`config.mk`:
```
export PLATFORM = sky130hd
export DESIGN_NAME = id_instr_queue_sb
export DESIGN_NICKNAME = d
export VERILOG_FILES = /design/src/rtl/id_instr_queue_sb.sv
export SDC_FILE = /design/constraint.sdc
export NUM_CORES = 1
export LEC_CHECK = 0
export ABC_AREA = 1
export BUFFER_PORTS_ARGS = -buffer_cell sky130_fd_sc_hd__buf_4
export CORE_ASPECT_RATIO = 1.5
export CORE_MARGIN = 2
export CORE_UTILIZATION = 30
export DETAILED_ROUTE_END_ITERATION = 6
export GPL_TIMING_DRIVEN = 0
export PLACE_DENSITY = 0.5
export SLEW_MARGIN = 20
export SYNTH_ARGS = -nofsm -noshare
export SYNTH_HDL_FRONTEND = slang
export SYNTH_SLANG_ARGS = --single-unit
```
`constraint.sdc`:
```
create_clock -name clk -period 5.6 [get_ports clk]
set_input_delay 0.84 -clock clk [delete_from_list [all_inputs] [get_ports clk]]
set_output_delay 0.84 -clock clk [all_outputs]
set_load 0.005 [all_outputs]
```
`src/rtl/id_instr_queue_sb.sv`:
```
`default_nettype none
// ============================================================================
// Module      : id_instr_queue_sb
// Description : Decode-front instruction queue with register busy scoreboard.
//               Fetched {PC, instr} pairs are buffered in a DEPTH-entry
//               circular FIFO. The head is offered to ID only when none of its
//               source/destination registers is waiting on a multi-cycle
//               producer.
// Ports       : clk, rst            - clock, synchronous active-high reset
//               in_valid/in_ready   - fetch handshake, in_pc/in_instr payload
//               flush               - discard all queued entries
//               ext_stall           - downstream freeze
//               head_*              - register usage decoded from out_instr
//               out_valid/out_ready - issue handshake, out_pc/out_instr head
//               hazard_stall        - head blocked by the scoreboard
//               count               - FIFO occupancy
// Revision    : 1.0 - initial release
// ============================================================================
module id_instr_queue_sb #(
    parameter int DEPTH  = 4,
    parameter int DATA_W = 32,
    parameter int NREG   = 32,
    parameter int LAT_W  = 3
) (
    input  logic                       clk,
    input  logic                       rst,
    input  logic                       in_valid,
    output logic                       in_ready,
    input  logic [DATA_W-1:0]          in_pc,
    input  logic [DATA_W-1:0]          in_instr,
    input  logic                       flush,
    input  logic                       ext_stall,
    input  logic [4:0]                 head_rs,
    input  logic [4:0]                 head_rt,
    input  logic                       head_rs_used,
    input  logic                       head_rt_used,
    input  logic                       head_wr_en,
    input  logic [4:0]                 head_wr_reg,
    input  logic [LAT_W-1:0]           head_wr_lat,
    output logic                       out_valid,
    input  logic                       out_ready,
    output logic [DATA_W-1:0]          out_pc,
    output logic [DATA_W-1:0]          out_instr,
    output logic                       hazard_stall,
    output logic [$clog2(DEPTH):0]     count
);

    localparam int AW = $clog2(DEPTH);
    localparam logic [AW:0] c_depth_cnt = (AW+1)'(DEPTH);

    logic [DATA_W-1:0] r_pc_mem    [DEPTH];
    logic [DATA_W-1:0] r_instr_mem [DEPTH];
    logic [AW-1:0]     r_wptr;
    logic [AW-1:0]     r_rptr;
    logic [AW:0]       r_count;
    logic [LAT_W-1:0]  r_busy_cnt  [NREG];

    logic [31:0]       w_busy;
    logic              w_not_empty;
    logic              w_hazard;
    logic              w_enq;
    logic              w_deq;
    logic              w_sb_load;

    // Busy flags indexed by the 5-bit register field. Register 0 and any
    // index beyond NREG are never busy.
    generate
        for (genvar gi = 0; gi < 32; gi++) begin : g_busy
            if (gi != 0 && gi < NREG) begin : g_real
                assign w_busy[gi] = (r_busy_cnt[gi] != '0);
            end else begin : g_zero
                assign w_busy[gi] = 1'b0;
            end
        end
    endgenerate

    assign w_not_empty  = (r_count != '0);
    assign w_hazard     = (head_rs_used & w_busy[head_rs]) |
                          (head_rt_used & w_busy[head_rt]) |
                          (head_wr_en   & w_busy[head_wr_reg]);

    // in_ready looks only at occupancy, never at out_ready, so a full
    // queue refuses input even in a cycle where the head issues.
    assign in_ready     = (r_count < c_depth_cnt) & ~flush;
    assign out_valid    = w_not_empty & ~w_hazard & ~ext_stall & ~flush;
    assign hazard_stall = w_not_empty & w_hazard & ~flush;

    assign w_enq        = in_valid & in_ready;
    assign w_deq        = out_valid & out_ready;
    assign w_sb_load    = w_deq & head_wr_en & (head_wr_reg != 5'd0);

    assign out_pc       = w_not_empty ? r_pc_mem[r_rptr]    : '0;
    assign out_instr    = w_not_empty ? r_instr_mem[r_rptr] : '0;
    assign count        = r_count;

    // Payload storage needs no reset; the pointers define what is valid.
    always_ff @(posedge clk) begin
        if (w_enq) begin
            r_pc_mem[r_wptr]    <= in_pc;
            r_instr_mem[r_wptr] <= in_instr;
        end
    end

    always_ff @(posedge clk) begin
        if (rst || flush) begin
            r_wptr  <= '0;
            r_rptr  <= '0;
            r_count <= '0;
        end else begin
            if (w_enq) r_wptr <= r_wptr + 1'b1;
            if (w_deq) r_rptr <= r_rptr + 1'b1;
            case ({w_enq, w_deq})
                2'b10:   r_count <= r_count + 1'b1;
                2'b01:   r_count <= r_count - 1'b1;
                default: r_count <= r_count;
            endcase
        end
    end

    // Counters keep running through flush and ext_stall: producers already
    // in flight complete regardless. A fresh load overrides the decrement.
    always_ff @(posedge clk) begin
        for (int i = 0; i < NREG; i++) begin
            if (rst) begin
                r_busy_cnt[i] <= '0;
            end else if (w_sb_load && (head_wr_reg == 5'(i))) begin
                r_busy_cnt[i] <= head_wr_lat;
            end else if (r_busy_cnt[i] != '0) begin
                r_busy_cnt[i] <= r_busy_cnt[i] - 1'b1;
            end
        end
    end

endmodule
`default_nettype wire

```
Word level (Yosys, flattened, before mapping)
Memory sizes are Yosys's and may differ from the RTL's. A register that Yosys moved wholly into a read port is not among the register bits.
Cells that the tools add are included.

word-level totals
  bits in registers = 7
  memory bits (writable) = 352
  bits of input ports = 91
  output and inout bits = 70
  word-level logic and storage cells = 535
  memories = 3

memories
  memory       words  width  rd ports  clocked after memory_dff  write ports  RTL line  text
  r_instr_mem  4      32     1         1                         1            52        logic [DATA_W-1:0] r_instr_mem [DEPTH];
  r_pc_mem     4      32     1         1                         1            51        logic [DATA_W-1:0] r_pc_mem [DEPTH];
  r_busy_cnt   32     3      32        0                         32           56        logic [LAT_W-1:0] r_busy_cnt [NREG];

cells by class
  add/subtract/negate cells = 36
  order comparisons = 4
  equal/unequal tests = 33
  mux-type cells = 305
  bitwise operators = 82
  reductions and logical operators = 69

operators with widths
  kind                 number
  $mux 1               231
  $mux 3               64
  $reduce_bool 3->1    33
  $sub 3x1->3 const B  33
  $eq 5x5->1 const B   16
  $or 1x1->1           66
  $mux 32              2
  $eq 5x4->1 const B   8
  $logic_and 1x1->1    32
  $eq 5x3->1 const B   4
  $lt 5x6->1 const B   3
  $bmux 1 s5           3
  $and 1x1->1          13
  $eq 5x2->1 const B   2
  $mux 2               4
  $pmux 3 s2           1
  $eq 5x1->1 const B   1
  $logic_not 5->1      1
  $reduce_bool 5->1    1
  $add 2x1->2 const B  2
  $add 3x1->3 const B  1
  $lt 3x3->1 const B   1
  $not 1->1            3
  $eq 2x1->1 const B   1
  other kinds (3)      3

Depth between registers and ports, before layout
An unclocked memory read counts as a cell.

  word-level depth = 20
  mapped depth = 22
  mapped depth without buffers = 22

Worst setup path after synthesis
No wires, ideal clock.

  path type = input-to-reg
  from = input port flush
  to = memory r_instr_mem[0][0], enable pin
  library setup time = 487 ps
  data arrival time = 3872 ps
  data required time = 5113 ps
  setup slack = 1242 ps
  stages = 3
  path buffers = 0
  cells stage by stage = nor2_1 -> nand2_1 -> nor2_1

on the way
  cells in the longest elaborated chain, start to end = 5

RTL lines
  element                       RTL line  text
  start: declaration            31        input logic flush,
  $not 1->1                     84        assign in_ready = (r_count < c_depth_cnt) & ~flush;
  $and 1x1->1                   84
  $and 1x1->1                   88        assign w_enq = in_valid & in_ready;
  $mux 1                        98        if (w_enq) begin
  $mux 1 (not written as such)  100       r_instr_mem[r_wptr] <= in_instr;
  end: declaration              52

No other way between the ends.

Final worst setup path
  from = register r_count[0], in the netlist count[0]
  to = output port out_instr[25]

on the way
  cells in the longest elaborated chain, start to end = 2

RTL lines
  element                   RTL line  text
  start: declaration        55        logic [AW:0] r_count;
  start signal: assignment  113       2'b10: r_count <= r_count + 1'b1;
  start signal: assignment  114       2'b01: r_count <= r_count - 1'b1;
  start signal: assignment  115       default: r_count <= r_count;
  $reduce_bool 3->1         77        assign w_not_empty = (r_count != '0);
  $mux 32                   93        assign out_instr = w_not_empty ? r_instr_mem[r_rptr] : '0;
  end: declaration          43        output logic [DATA_W-1:0] out_instr,

No other way between the ends.

==> results.py <==
metrics = {
    "sta": {
        "rsz0062_at_grt": "false",
        "timing.slew.headroom_pct": 43.4,
        "finalSetupViolCount": 0,
        "report.final.hold_viol_count": 0,
        "fin_setup_tns_ps": 0,
        "layout_min_cycle_time_ps": 3820,
        "finalCritPeriodShare_pct": 68.1,
        "worstMarginPinSlew_ps": 848,
        "number_of_pins_exceeding_their_max_slew_limit_in_the_final_report": 0,
        "maxClockFrequency_ghz": 0.262,
        "final.setup_skew_ps": 12.1,
    },
    "routing": {
        "drt_pass1_iterations": 7,
        "drtIter0Drc": 723,
        "drc": 0,
        "totalWireLength_mm": 50.6,
        "wl_per_cell_um": 17.7,
        "antenna_violating_nets_post_route": 0,
        "via_total_after_detailed_routing": 13300,
        "routed_via_density": 4.64,
    },
    "synth": {
        "synth-seq-cells": 358,
        "post_syn_instances": 1853,
        "ys.warnings.count": 0,
        "syn_area_per_cell_um2": 9.59,
        "sequential_element_share_of_the_synthesized_area_pct": 60.0,
        "mappedNetlistArea_um2": 17800,
        "synth_cell_type_count": 28,
        "synth.net_count": 2012,
    },
    "finish": {
        "num_antenna_cells": 0,
        "final_area_um2": 21500,
        "layout.cells.non_filler": 2865,
        "layout.nets": 2220,
        "drive_above_1_share_pct": 13.2,
        "syn_to_final_growth_pct": 20.8,
    },
    "run": {
        "timing.max_cap.violations": 0,
    },
    "floorplan": {
        "die-width_um": 203,
        "top_level_port_count": 161,
        "initial_cell_density_of_the_core_pct": 30.2,
        "die_area_um2": 61200,
        "row_count": 109,
        "placeableCoreArea_um2": 58800,
        "die_h_um": 302,
    },
    "setup_path": {
        "path_class": "flop to output pin",
        "regToRegSetupSlack_ps": 1900,
        "worst-endpoint-arrival_ps": 2980,
        "timing.critical_path.required_ps": 4760,
        "r2r-start": "r_busy_cnt[0][45]",
        "timing.rr.end": "count[2]",
        "critical_path.endpoint_type": "output pin",
        "cp_max_fo": 10,
        "reg2reg_depth": 22,
        "startpoint_type": "flop",
    },
    "clock_tree": {
        "clock_sink_count": 358,
        "clk-insertion-delay-late_ps": 540,
        "number_of_cts_inserted_buffers": 39,
        "clock_tree_from_tritoncts": "built",
        "clock_transition_at_the_registers_of_the_reported_paths_ps": 60,
        "holdBufCountCts": 0,
        "cts_root_buffer": "sky130_fd_sc_hd__clkbuf_16",
        "cts_max_level": 2,
        "post_cts_resized": 0,
        "postCtsSetupRepairBufs": 0,
        "clock_tree.buffer_depth": 3,
    },
    "min_path": {
        "min-delay-path-class": "input port to flop",
        "worst_min_delay_path_endpoint": "r_instr_mem[0][24]",
        "hp-start": "in_instr[24]",
        "timing.hold.worst_path_depth": 1,
    },
    "power_and_ir_drop": {
        "gate_power_share_pct": 24.9,
        "power_switching_mw": 2.44,
        "seq_power_share_pct": 43.3,
        "vdd_drop_max_v": 0.000249,
        "clock_network_fraction_of_design_power_pct": 31.8,
        "internal_cell_power_mw": 5.57,
        "leakage_nw": 8.62,
        "power_switching_share_pct": 30.4,
        "pwr_per_cell_area_nw_per_um2": 373,
    },
    "global_route": {
        "antenna_found_initial": 0,
        "first_global_vias": 13548,
        "grt_max_degree": 22,
        "grt_first_pass_wirelength_mm": 77.6,
        "grt_overflow_total": 0,
        "grt_use_total_pct": 16.5,
    },
    "run_status": {
        "outcome": "completed",
    },
    "placed_design": {
        "post-dp-hpwl_mm": 36.4,
        "count_of_buffers_from_port_buffering": 155,
        "placed_cells_incl_taps": 2797,
        "placedInstanceArea_um2": 20200,
        "gp_routability_congestion": 0.907,
    },
}
==> worst max-delay path, stage by stage, from the launching register on <==
cell and delay, ps:
sky130_fd_sc_hd__dfxtp_1 340, sky130_fd_sc_hd__nor3_1 500, sky130_fd_sc_hd__clkbuf_1 690, sky130_fd_sc_hd__buf_1 540, sky130_fd_sc_hd__a21oi_1 170, sky130_fd_sc_hd__buf_4 180
==> stage by stage <==
step | util, % | worst slack (ps) | total power, mW | hold WS (ps)
after floorplan | - | 1240 | 4.88 | 468
final | 36.5 | 1780 | 8.01 | 486
after global placement | 33.9 | -1530 | 5.45 | 491
after global routing | 36.5 | 1470 | 8.55 | 452
after CTS | 36.5 | 1730 | 8.12 | 447
after detailed placement | 34.4 | 1450 | 5.53 | 490
==> state kept, by name, summed over array words and instances (netlist names), named ones only <==
| register | flops |
|---|---|
| r_wptr | 2 |
| count | 3 |
| r_rptr | 2 |
| r_instr_mem | 128 |
| r_pc_mem | 128 |
| r_busy_cnt | 93 |
==> area by class of cell <==
cell class              count  area, um^2
plain buffers              93         395
clock buffers              50        1060
clock inverters            18         179
fillers                  5862       37300
inverters                 223         837
multi-input cells        1179        5900
flip-flops and latches    358       10700
well taps                 777         972
repair buffers            167        1450
==> cell usage after synthesis <==
library cell               number  area [um^2]
sky130_fd_sc_hd__edfxtp_1     349        10500
sky130_fd_sc_hd__nand2_1      348         1310
sky130_fd_sc_hd__nor2_1       324         1220
sky130_fd_sc_hd__inv_1        217          815
sky130_fd_sc_hd__o21ai_0      151          756
sky130_fd_sc_hd__nand3_1      142          711
sky130_fd_sc_hd__a21oi_1       73          365
sky130_fd_sc_hd__ha_1          67          838
sky130_fd_sc_hd__clkbuf_1      48          180
sky130_fd_sc_hd__nor2_4        31          349
sky130_fd_sc_hd__buf_1         30          113
sky130_fd_sc_hd__o211ai_1      30          225
sky130_fd_sc_hd__buf_2          9         45.0
sky130_fd_sc_hd__dfxtp_1        9          180
sky130_fd_sc_hd__buf_6          4         45.0
sky130_fd_sc_hd__clkinv_1       3         11.3
sky130_fd_sc_hd__inv_2          3         11.3
sky130_fd_sc_hd__nand3_2        2         20.0
sky130_fd_sc_hd__nor3_1         2         10.0
sky130_fd_sc_hd__o21ai_1        2         10.0
sky130_fd_sc_hd__xor2_1         2         17.5
sky130_fd_sc_hd__a211oi_1       1         7.51
sky130_fd_sc_hd__buf_4          1         7.51
sky130_fd_sc_hd__clkbuf_2       1         5.00
sky130_fd_sc_hd__fa_1           1         20.0
sky130_fd_sc_hd__nand3b_1       1         7.51
sky130_fd_sc_hd__nand4_1        1         6.26
sky130_fd_sc_hd__o31ai_1        1         7.51
==> cell families (layout without fill, tap and decap cells) <==
group	Yosys count	count (layout)	synth area share (%)
and+or+nand+nor	851	851	20.4
xor gates and xnor gates	2	2	0.0986
AOI/OAI and AO/OA	258	258	7.72
adders and majority gates	68	68	4.83
buffers and inverters	316	551	6.94
DFF	358	358	60.0
==> placed cells by master (no fill, tap or decap) <==
cell	synthesis	final
sky130_fd_sc_hd__buf_12	0	6
sky130_fd_sc_hd__buf_6	4	4
sky130_fd_sc_hd__clkinvlp_4	0	3
sky130_fd_sc_hd__clkbuf_2	1	1
sky130_fd_sc_hd__fa_1	1	1
sky130_fd_sc_hd__nand3_1	142	142
sky130_fd_sc_hd__clkbuf_1	48	56
sky130_fd_sc_hd__dfxtp_1	9	9
sky130_fd_sc_hd__nor2_4	31	35
sky130_fd_sc_hd__bufinv_16	0	3
sky130_fd_sc_hd__nand4_1	1	1
sky130_fd_sc_hd__xor2_1	2	2
sky130_fd_sc_hd__clkbuf_16	0	40
sky130_fd_sc_hd__clkinv_2	0	3
sky130_fd_sc_hd__o21ai_0	151	151
sky130_fd_sc_hd__inv_6	0	1
sky130_fd_sc_hd__buf_2	9	9
sky130_fd_sc_hd__buf_16	0	6
sky130_fd_sc_hd__nand3b_1	1	1
sky130_fd_sc_hd__nand2_1	348	348
sky130_fd_sc_hd__clkbuf_8	0	2
sky130_fd_sc_hd__edfxtp_1	349	349
sky130_fd_sc_hd__nor3_1	2	2
sky130_fd_sc_hd__o21ai_1	2	2
sky130_fd_sc_hd__nand3_2	2	2
sky130_fd_sc_hd__o211ai_1	30	30
sky130_fd_sc_hd__inv_2	3	3
sky130_fd_sc_hd__inv_1	217	217
sky130_fd_sc_hd__ha_1	67	67
sky130_fd_sc_hd__o31ai_1	1	1
sky130_fd_sc_hd__nor2_1	324	320
sky130_fd_sc_hd__buf_4	1	156
sky130_fd_sc_hd__a21oi_1	73	73
sky130_fd_sc_hd__a211oi_1	1	1
sky130_fd_sc_hd__clkinv_1	3	10
sky130_fd_sc_hd__buf_1	30	30
sky130_fd_sc_hd__clkinv_8	0	1
==> per-layer routing <==
metal  part of all wire [%]  up-vias  global-route usage [%]  wire length [um]
met5                      0        -                       0                 0
met4                    5.0        0                    8.34              2540
met3                    6.5      125                    4.44              3280
met2                     51      374                    30.3             26000
met1                     37     6225                    17.3             18800
li1                       -     6576                       -                 -
==> power by group through the flow <==
stage,sequential (mW),combinational [mW],clock [mW]
global placement,3.52,1.93,0
floorplan,3.51,1.37,0
CTS,3.47,2.02,2.63
global route,3.50,2.34,2.72
detailed placement,3.53,2.00,0
finish,3.47,1.99,2.55
==> how the worst max path moves through the flow <==
stage	from	end	slack (ps)
2_1_floorplan	flush	r_instr_mem[0][0]	1240
3_3_place_gp	flush	r_pc_mem[3][23]	-1530
3_5_place_dp	head_rs[1]	count[2]	1450
4_1_cts	count[0]	out_pc[11]	1730
5_1_grt	r_busy_cnt[1][3]	count[2]	1470
6_report	count[0]	out_instr[25]	1780
Note: power is estimated with default switching activity, not from simulation.
